$ cat config.mk
export PLATFORM = sky130hd
export DESIGN_NAME = riscv_csr_unit
export DESIGN_NICKNAME = d
export VERILOG_FILES = /design/src/rtl/riscv_csr_unit.sv
export SDC_FILE = /design/constraint.sdc
export NUM_CORES = 1
export LEC_CHECK = 0
export ABC_AREA = 1
export ABC_CLOCK_PERIOD_IN_PS = 1600
export BUFFER_PORTS_ARGS = -buffer_cell sky130_fd_sc_hd__clkbuf_2
export CORE_ASPECT_RATIO = 1.5
export CORE_MARGIN = 8
export CORE_UTILIZATION = 25
export CTS_CLUSTER_SIZE = 8
export DETAILED_ROUTE_END_ITERATION = 10
export SLEW_MARGIN = 30
export SYNTH_ARGS = -nofsm -noshare
export SYNTH_HDL_FRONTEND = slang
export SYNTH_SLANG_ARGS = --single-unit
$ cat constraint.sdc
create_clock -name clk -period 1.6 [get_ports clk]
set_input_delay 0.08 -clock clk [delete_from_list [all_inputs] [get_ports clk]]
set_output_delay 0.08 -clock clk [all_outputs]
set_load 0.02 [all_outputs]
$ cat src/rtl/riscv_csr_unit.sv
// Zicsr / ECALL sequencing stage in front of a single-port CSR file.
// One instruction per request: read-modify-write, or the trap-entry sequence.
module riscv_csr_unit #(
    parameter int unsigned WORD_LENGTH = 32,
    parameter int unsigned CSR_ADDR_W  = 12,
    parameter logic [CSR_ADDR_W-1:0] MTVEC_ADDR  = 12'h305,
    parameter logic [CSR_ADDR_W-1:0] MEPC_ADDR   = 12'h341,
    parameter logic [CSR_ADDR_W-1:0] MCAUSE_ADDR = 12'h342,
    parameter logic [WORD_LENGTH-1:0] ECALL_CAUSE = 11
) (
    input  logic                   clk,
    input  logic                   rst_n,
    input  logic                   req_valid,
    output logic                   req_ready,
    input  logic [2:0]             req_funct3,
    input  logic [CSR_ADDR_W-1:0]  req_addr,
    input  logic [WORD_LENGTH-1:0] req_rs1_val,
    input  logic [4:0]             req_rs1_idx,
    input  logic [WORD_LENGTH-1:0] req_pc,
    output logic                   resp_valid,
    input  logic                   resp_ready,
    output logic [WORD_LENGTH-1:0] resp_data,
    output logic                   resp_trap,
    output logic                   resp_illegal,
    output logic [CSR_ADDR_W-1:0]  csr_addr,
    output logic [WORD_LENGTH-1:0] csr_wdata,
    output logic                   csr_we,
    input  logic [WORD_LENGTH-1:0] csr_rdata
);

    typedef enum logic [2:0] {
        IDLE, READ, WRITE, T_EPC, T_CAUSE, T_VEC, DONE
    } state_t;

    state_t                 state_q, state_d;
    logic [2:0]             funct3_q, funct3_d;
    logic [CSR_ADDR_W-1:0]  addr_q, addr_d;
    logic [WORD_LENGTH-1:0] rs1_val_q, rs1_val_d;
    logic [4:0]             rs1_idx_q, rs1_idx_d;
    logic [WORD_LENGTH-1:0] pc_q, pc_d;
    logic [WORD_LENGTH-1:0] data_q, data_d;
    logic                   trap_q, trap_d;
    logic                   illegal_q, illegal_d;

    logic [WORD_LENGTH-1:0] src;
    logic [WORD_LENGTH-1:0] new_val;
    logic                   wr_skip;
    logic                   accept;

    assign req_ready    = (state_q == IDLE);
    assign accept       = req_valid && req_ready;
    assign resp_valid   = (state_q == DONE);
    assign resp_data    = data_q;
    assign resp_trap    = trap_q;
    assign resp_illegal = illegal_q;

    // data_q holds the old CSR value from READ onward
    always_comb begin
        src = funct3_q[2] ? {{(WORD_LENGTH-5){1'b0}}, rs1_idx_q} : rs1_val_q;
        unique case (funct3_q[1:0])
            2'b10:   new_val = data_q | src;
            2'b11:   new_val = data_q & ~src;
            default: new_val = src;
        endcase
        wr_skip = funct3_q[1] && (rs1_idx_q == 5'd0);
    end

    always_comb begin
        state_d   = state_q;
        funct3_d  = funct3_q;
        addr_d    = addr_q;
        rs1_val_d = rs1_val_q;
        rs1_idx_d = rs1_idx_q;
        pc_d      = pc_q;
        data_d    = data_q;
        trap_d    = trap_q;
        illegal_d = illegal_q;
        csr_addr  = '0;
        csr_wdata = '0;
        csr_we    = 1'b0;
        unique case (state_q)
            IDLE: begin
                if (accept) begin
                    funct3_d  = req_funct3;
                    addr_d    = req_addr;
                    rs1_val_d = req_rs1_val;
                    rs1_idx_d = req_rs1_idx;
                    pc_d      = req_pc;
                    data_d    = '0;
                    trap_d    = 1'b0;
                    illegal_d = 1'b0;
                    if (req_funct3 == 3'b000) begin
                        state_d = T_EPC;
                    end else if (req_funct3 == 3'b100) begin
                        state_d   = DONE;
                        illegal_d = 1'b1;
                    end else begin
                        state_d = READ;
                    end
                end
            end
            READ: begin
                csr_addr = addr_q;
                data_d   = csr_rdata;
                state_d  = wr_skip ? DONE : WRITE;
            end
            WRITE: begin
                csr_addr  = addr_q;
                csr_we    = 1'b1;
                csr_wdata = new_val;
                state_d   = DONE;
            end
            T_EPC: begin
                csr_addr  = MEPC_ADDR;
                csr_we    = 1'b1;
                csr_wdata = pc_q;
                state_d   = T_CAUSE;
            end
            T_CAUSE: begin
                csr_addr  = MCAUSE_ADDR;
                csr_we    = 1'b1;
                csr_wdata = ECALL_CAUSE;
                state_d   = T_VEC;
            end
            T_VEC: begin
                // direct mode: mode bits dropped from the vector
                csr_addr = MTVEC_ADDR;
                data_d   = {csr_rdata[WORD_LENGTH-1:2], 2'b00};
                trap_d   = 1'b1;
                state_d  = DONE;
            end
            DONE: begin
                if (resp_ready) state_d = IDLE;
            end
            default: state_d = IDLE;
        endcase
    end

    always_ff @(posedge clk or negedge rst_n) begin
        if (!rst_n) begin
            state_q   <= IDLE;
            funct3_q  <= '0;
            addr_q    <= '0;
            rs1_val_q <= '0;
            rs1_idx_q <= '0;
            pc_q      <= '0;
            data_q    <= '0;
            trap_q    <= 1'b0;
            illegal_q <= 1'b0;
        end else begin
            state_q   <= state_d;
            funct3_q  <= funct3_d;
            addr_q    <= addr_d;
            rs1_val_q <= rs1_val_d;
            rs1_idx_q <= rs1_idx_d;
            pc_q      <= pc_d;
            data_q    <= data_d;
            trap_q    <= trap_d;
            illegal_q <= illegal_d;
        end
    end

endmodule

==> results of run 1 <==
## layout by cell type, fill, tap and decap left out, drive strengths merged, types with 20 or more instances in the layout
cell	count
buf	90
clkbuf	212
dfrtp	121
dlygate4sd3	118
inv	57
nand2	381
nand3	28
nor2	20
o211ai	21
o21ai	70
## cells by family (layout without fill, tap and decap cells)
kind of cell    after synthesis  count (layout)
simple gates                430             430
flops                       121             121
other cells                   0               5
compound gates              107             107
buf+inv                      99             487
## registers in the layout, summed over array words and instances, names as in the netlist
register / flops
resp_illegal: 1
rs1_val_q: 32
resp_trap: 1
rs1_idx_q: 5
state_q: 3
resp_data: 32
pc_q: 32
addr_q: 12
funct3_q: 3
## path summary, 6_finish.rpt
check	start	endpoint	slack (ns)	cells after the start
setup / recovery	state_q[0]$_DFFE_PN0P_	csr_addr[1]	-0.22	8
max in group asynchronous	rst_n	pc_q[18]$_DFFE_PN0P_	0.88	3
min in group clk	req_valid	funct3_q[0]$_DFFE_PN0P_	0.11	4
hold reg to reg	pc_q[16]$_DFFE_PN0P_	pc_q[16]$_DFFE_PN0P_	0.47	2
hold / removal	rst_n	addr_q[11]$_DFFE_PN0P_	0.1	2
setup reg to reg	state_q[2]$_DFFE_PN0P_	addr_q[8]$_DFFE_PN0P_	-0.15	11
## power groups by stage
stage	sequential, uW	combinational (uW)	clock (uW)
final	5360	11200	3930
after CTS	5270	8580	4000
after detailed placement	5290	7300	0
after floorplan	5620	4020	0
after global routing	5510	12000	4130
after global placement	5280	7210	0
## critical path: stages, from the launching register on
cell and delay, ns:
dfrtp_2 0.44, inv_2 0.09, nand3_4 0.12, buf_6 0.16, nand2_4 0.09, buf_6 0.13
nand2_1 0.06, nand2_1 0.07, clkbuf_8 0.15
## cell type report
class | count | area, sq um
diodes | 5 | 12.5
multi-input cells | 537 | 2730
repair buffers | 395 | 3740
inverters | 60 | 263
fillers | 2067 | 12000
well taps | 280 | 350
clock inverters | 7 | 87.6
clock buffers | 25 | 515
flip-flops and latches | 121 | 3030
## synthesized netlist by cell type
cell type / count / area share [%]
nand3b_1: 1 / 0.13
o22ai_1: 9 / 0.98
inv_2: 5 / 0.33
nand2_1: 379 / 25
o21ai_0: 62 / 5.4
o21ai_1: 8 / 0.70
nor2_1: 18 / 1.2
buf_4: 2 / 0.26
a31oi_1: 1 / 0.11
nand2_2: 1 / 0.11
nor2_4: 1 / 0.20
a21oi_1: 6 / 0.52
dfrtp_1: 121 / 53
buf_1: 1 / 0.066
o211ai_1: 21 / 2.8
inv_1: 55 / 3.6
nand3_1: 28 / 2.4
nor2_2: 1 / 0.11
buf_2: 16 / 1.4
clkbuf_1: 17 / 1.1
buf_6: 3 / 0.59
nand2_4: 1 / 0.20
## per-layer routing
layer | wire, microns | track usage [%]
met1 | 10600 | 18.3
met2 | 14300 | 27.9
met3 | 1330 | 4.37
met4 | 1500 | 11.8
met5 | 40 | 0
## metrics by stage
stage,std cells,hold WS (ns)
after floorplan,757,-0.216
after global placement,1232,-0.0259
after detailed placement,1232,-0.0262
after CTS,1395,0.0267
after global routing,1430,0.117
final,1430,0.0973
## timing repair
item / in CTS / in global routing
hold endpoints to repair: 240 / 0
gates resized for setup: 106 / 237
pin swaps: 9 / 31
gates cloned: 2 / 23
setup endpoints to repair: 45 / 160
hold buffers: 118 / 0
buffers inserted: 12 / 11
==> run summary, run 1 <==
clock latency on the worst-skew pair - 0.42 ns
Die Span X - 140 microns
Starting Density - 25.2%
Comb power frac - 54.6%
post-route setup slack - -0.222 ns
largest net degree at the start of global routing - 58
compound-gate portion of the synthesized area - 10.5%
CTS Buffer Depth - 2
Iter 0 DRT Violations - 389
initial antenna violation count - 9
synthesized flop and latch total - 121
max cap viols - 0
vias in the first global route - 6,529
Worst setup EP type - output port
failing checks - setup timing
mux contribution to synthesized area - 0%
clk sinks - 121
HPWL Detailed - 16.2 mm
All-Layer GR Usage - 16.8%
core footprint - 22,700 sq um
Hold Path Class - primary input to asynchronous set/reset pin
Final period util - 114%
WP data arrival - 1.74 ns
share of layout cells above drive strength 1 - 37.6%
largest family of logic cells by synthesized area - simple AND/OR/NAND/NOR gates
cts bufs inserted - 17
per-cell routed wire length - 19.4 microns
setup TNS - -16.84 ns
sequential fraction of the synthesis area - 52.9%
total congestion overflow - 0
post-synthesis adder-cell area fraction - 0%
Clock Root Buffer - clkbuf_16
fmax - 549 MHz
Switching Fraction - 42.1%
P_int - 11,800 uW
Clock power frac - 19.2%
Gate Count Post-Synth - 757
Nets - 1,252
Post-Synth XOR/XNOR Area - 0%
vias - 6,688
Net Count, Synth - 877
Power Density - 1910 nW/um^2
syn avg cell area - 7.56 sq um
post-DR vias/cell - 4.68
DP Worst Slack - 0.126 ns
Reg clk slew, reported paths - 0.06 ns
finished layout cell area - 10,700 sq um
RSZ-0062 raised after global routing - yes
Routability Congestion - 0.887
measured slew at the worst slew-check pin - 0.325 ns
Setup violations, final - 156
antenna violation net count after detailed routing - 0
DR pass1 iterations - 5
die span in y - 201 microns
WL final - 27.8 mm
CTS tree - done
Synth Warn # - 0
Post-Syn Area - 5720 sq um
Worst IR Drop VDD - 0.767 mV
first-pass GRT wire length - 36.2 mm
Finished Core Util - 47.2%
CP required - 1.52 ns
Static Leakage - 0.00543 uW
Seq pwr share - 26.2%
Rows - 68
P&R area growth vs syn - 87.5%
placed cell area - 7280 sq um
final hold violations - 0
largest fanout on the critical path - 5
Die ar. - 28,100 sq um
kind of critical path - flop to output port
simple-gate share of the synthesized area - 29.2%
Synth cell types - 22
Tmin final - 1.82 ns
Sw Pwr - 8630 uW
Final Slew Violations - 0
H-tree Lvls - 4
PortBufs - 200
clock skew - 0.00438 ns
max_slew headroom - 78.3%
Pwr Total - 20,500 uW
I/O pin cnt - 201
residual DRC count - 0
type of origin of the critical path - flop
status - finished, violations left
No activity file was read; power rests on OpenSTA's default activity.
==> run 2: changes to the inputs <==
Settings changed: RECOVER_POWER set to 100.
==> run 2 against run 1 <==
  * The run still ends with setup timing left
  * Maximum frequency grew 0.49%
  * Setup slack better by 0.0089 ns
  * First-iteration DRC count rose by 0.26%
  * Clock power about the same
  * Largest cell class unchanged
  * Largest power group unchanged
==> run summary, run 2 (synthesis results as in run 1) <==
cts bufs inserted - 17
HPWL Detailed - 16.2 mm
Worst IR Drop VDD - 0.761 mV
setup TNS - -16.73 ns
Finished Core Util - 46.9%
Hold Path Class - primary input to flop
Worst Path Buf+Inv - 4
vias in the first global route - 6,529
Clock Root Buffer - clkbuf_16
DR pass1 iterations - 5
I/O pin cnt - 201
share of layout cells above drive strength 1 - 34.5%
Levels on crit path - 8
Setup violations, final - 157
clock skew - 0.00596 ns
post-route setup slack - -0.213 ns
Die ar. - 28,100 sq um
type of origin of the critical path - flop
clk sinks - 121
per-cell routed wire length - 19.5 microns
failing checks - setup timing
slowest stage delay, CP - 0.44 ns
Power Density - 1910 nW/um^2
Placed Instances - 1,232
final hold violations - 0
P&R area growth vs syn - 86.2%
core footprint - 22,700 sq um
commonest cells after routing, fill and taps aside - nand2_1 (318), clkbuf_2 (120), dfrtp_1 (119)
WP data arrival - 1.73 ns
Hold Path Sink - funct3_q[0]$_DFFE_PN0P_
H-tree Lvls - 4
All-Layer GR Usage - 16.8%
Tmin final - 1.81 ns
FF-to-FF End - addr_q[8]$_DFFE_PN0P_
placed cell area - 7280 sq um
residual DRC count - 0
PortBufs - 200
largest net degree at the start of global routing - 58
Crit path max-delay family - buffers and inverters
max_slew headroom - 51.0%
Starting Density - 25.2%
hold_sp - req_valid
die span in y - 201 microns
WL final - 27.9 mm
Rows - 68
fmax - 552 MHz
kind of critical path - flop to output port
initial antenna violation count - 9
Die Span X - 140 microns
r2r setup slk - -0.15 ns
commonest non-fill, non-tap cell in the layout - nand2_1
max cap viols - 0
reg2reg start - state_q[2]$_DFFE_PN0P_
worst path cell trace - inv_2 > nand3_4 > buf_6 > nand2_4 > buf_6 > nand2_1 > nand2_1 > clkbuf_8
CTS Buffer Depth - 2
Nets - 1,252
antenna violation net count after detailed routing - 0
Hold Path Depth - 4
CTS tree - done
total congestion overflow - 0
RSZ-0062 raised after global routing - yes
Reg clk slew, reported paths - 0.06 ns
finished layout cell area - 10,700 sq um
FF-to-FF path depth - 11
measured slew at the worst slew-check pin - 0.735 ns
Critical Path Slowest Stage Cell - dfrtp_2
Final Slew Violations - 0
post-DR vias/cell - 4.70
vias - 6,726
DP Worst Slack - 0.126 ns
Static Leakage - 0.00531 uW
clock latency on the worst-skew pair - 0.42 ns
Final period util - 113%
non-filler instance count after layout - 1,431
Iter 0 DRT Violations - 390
largest fanout on the critical path - 5
status - finished, violations left
Routability Congestion - 0.887
Worst setup EP type - output port
first-pass GRT wire length - 36.2 mm
CP required - 1.52 ns
[run 2: layout make-up]
class | instances | area, sq um
Tap cell | 280 | 350
Fill cell | 2094 | 12100
Antenna cell | 6 | 15.0
Multi-Input combinational cell | 537 | 2730
Sequential cell | 121 | 3030
Timing Repair Buffer | 395 | 3670
Clock inverter | 7 | 87.6
Clock buffer | 25 | 515
Inverter | 60 | 263
[run 2: how the worst max path moves through the flow]
stage	from	end	slack [ns]
2_1_floorplan	state_q[0]$_DFFE_PN0P_	csr_wdata[2]	0.02
3_3_place_gp	state_q[0]$_DFFE_PN0P_	csr_addr[3]	0.14
3_5_place_dp	state_q[0]$_DFFE_PN0P_	csr_wdata[5]	0.13
4_1_cts	state_q[2]$_DFFE_PN0P_	csr_wdata[11]	-0.25
5_1_grt	state_q[2]$_DFFE_PN0P_	csr_wdata[5]	-0.31
6_report	state_q[0]$_DFFE_PN0P_	csr_addr[1]	-0.21
[run 2: power breakdown]
group	internal, uW	total [uW]	switching [uW]
Clock	2530	3930	1400
Sequential	4490	5360	870
Combinational	4720	11100	6350
[run 2: metrics by stage]
step / power, uW / hold WS [ns]
after floorplan: 9630 / -0.216
after global placement: 12500 / -0.0259
after detailed placement: 12600 / -0.0262
after CTS: 17800 / 0.0267
after global routing: 21500 / 0.120
final: 20400 / 0.113
[run 2: what timing repair did]
item / 4_1_cts / 5_1_grt
pin swaps: 9 / 31
cloned: 2 / 23
setup endpoints to repair: 45 / 160
hold buffers: 118 / 0
resized for setup: 106 / 237
buffers inserted: 12 / 11
endpoints found under the hold margin: 240 / 0
[run 2: worst reg2reg max path: stages (launching register included)]
cell	delay, ns
dfrtp_1	0.38
inv_2	0.12
buf_6	0.12
nand2_4	0.05
buf_4	0.14
nor2_4	0.16
nand2_4	0.15
clkinv_8	0.13
buf_12	0.15
clkbuf_16	0.17
nand2_1	0.06
nand2_1	0.06
[run 2: routing by layer]
layer  global-route usage (%)  up-vias  wire length (microns)  share of wire (%)
li1                         -     3137                      -                  -
met1                     18.3     3181                  10600                 38
met2                     27.9      294                  14200                 51
met3                     4.37      106                   1420                5.1
met4                     11.8        8                   1570                5.6
met5                        0        -                     40               0.14
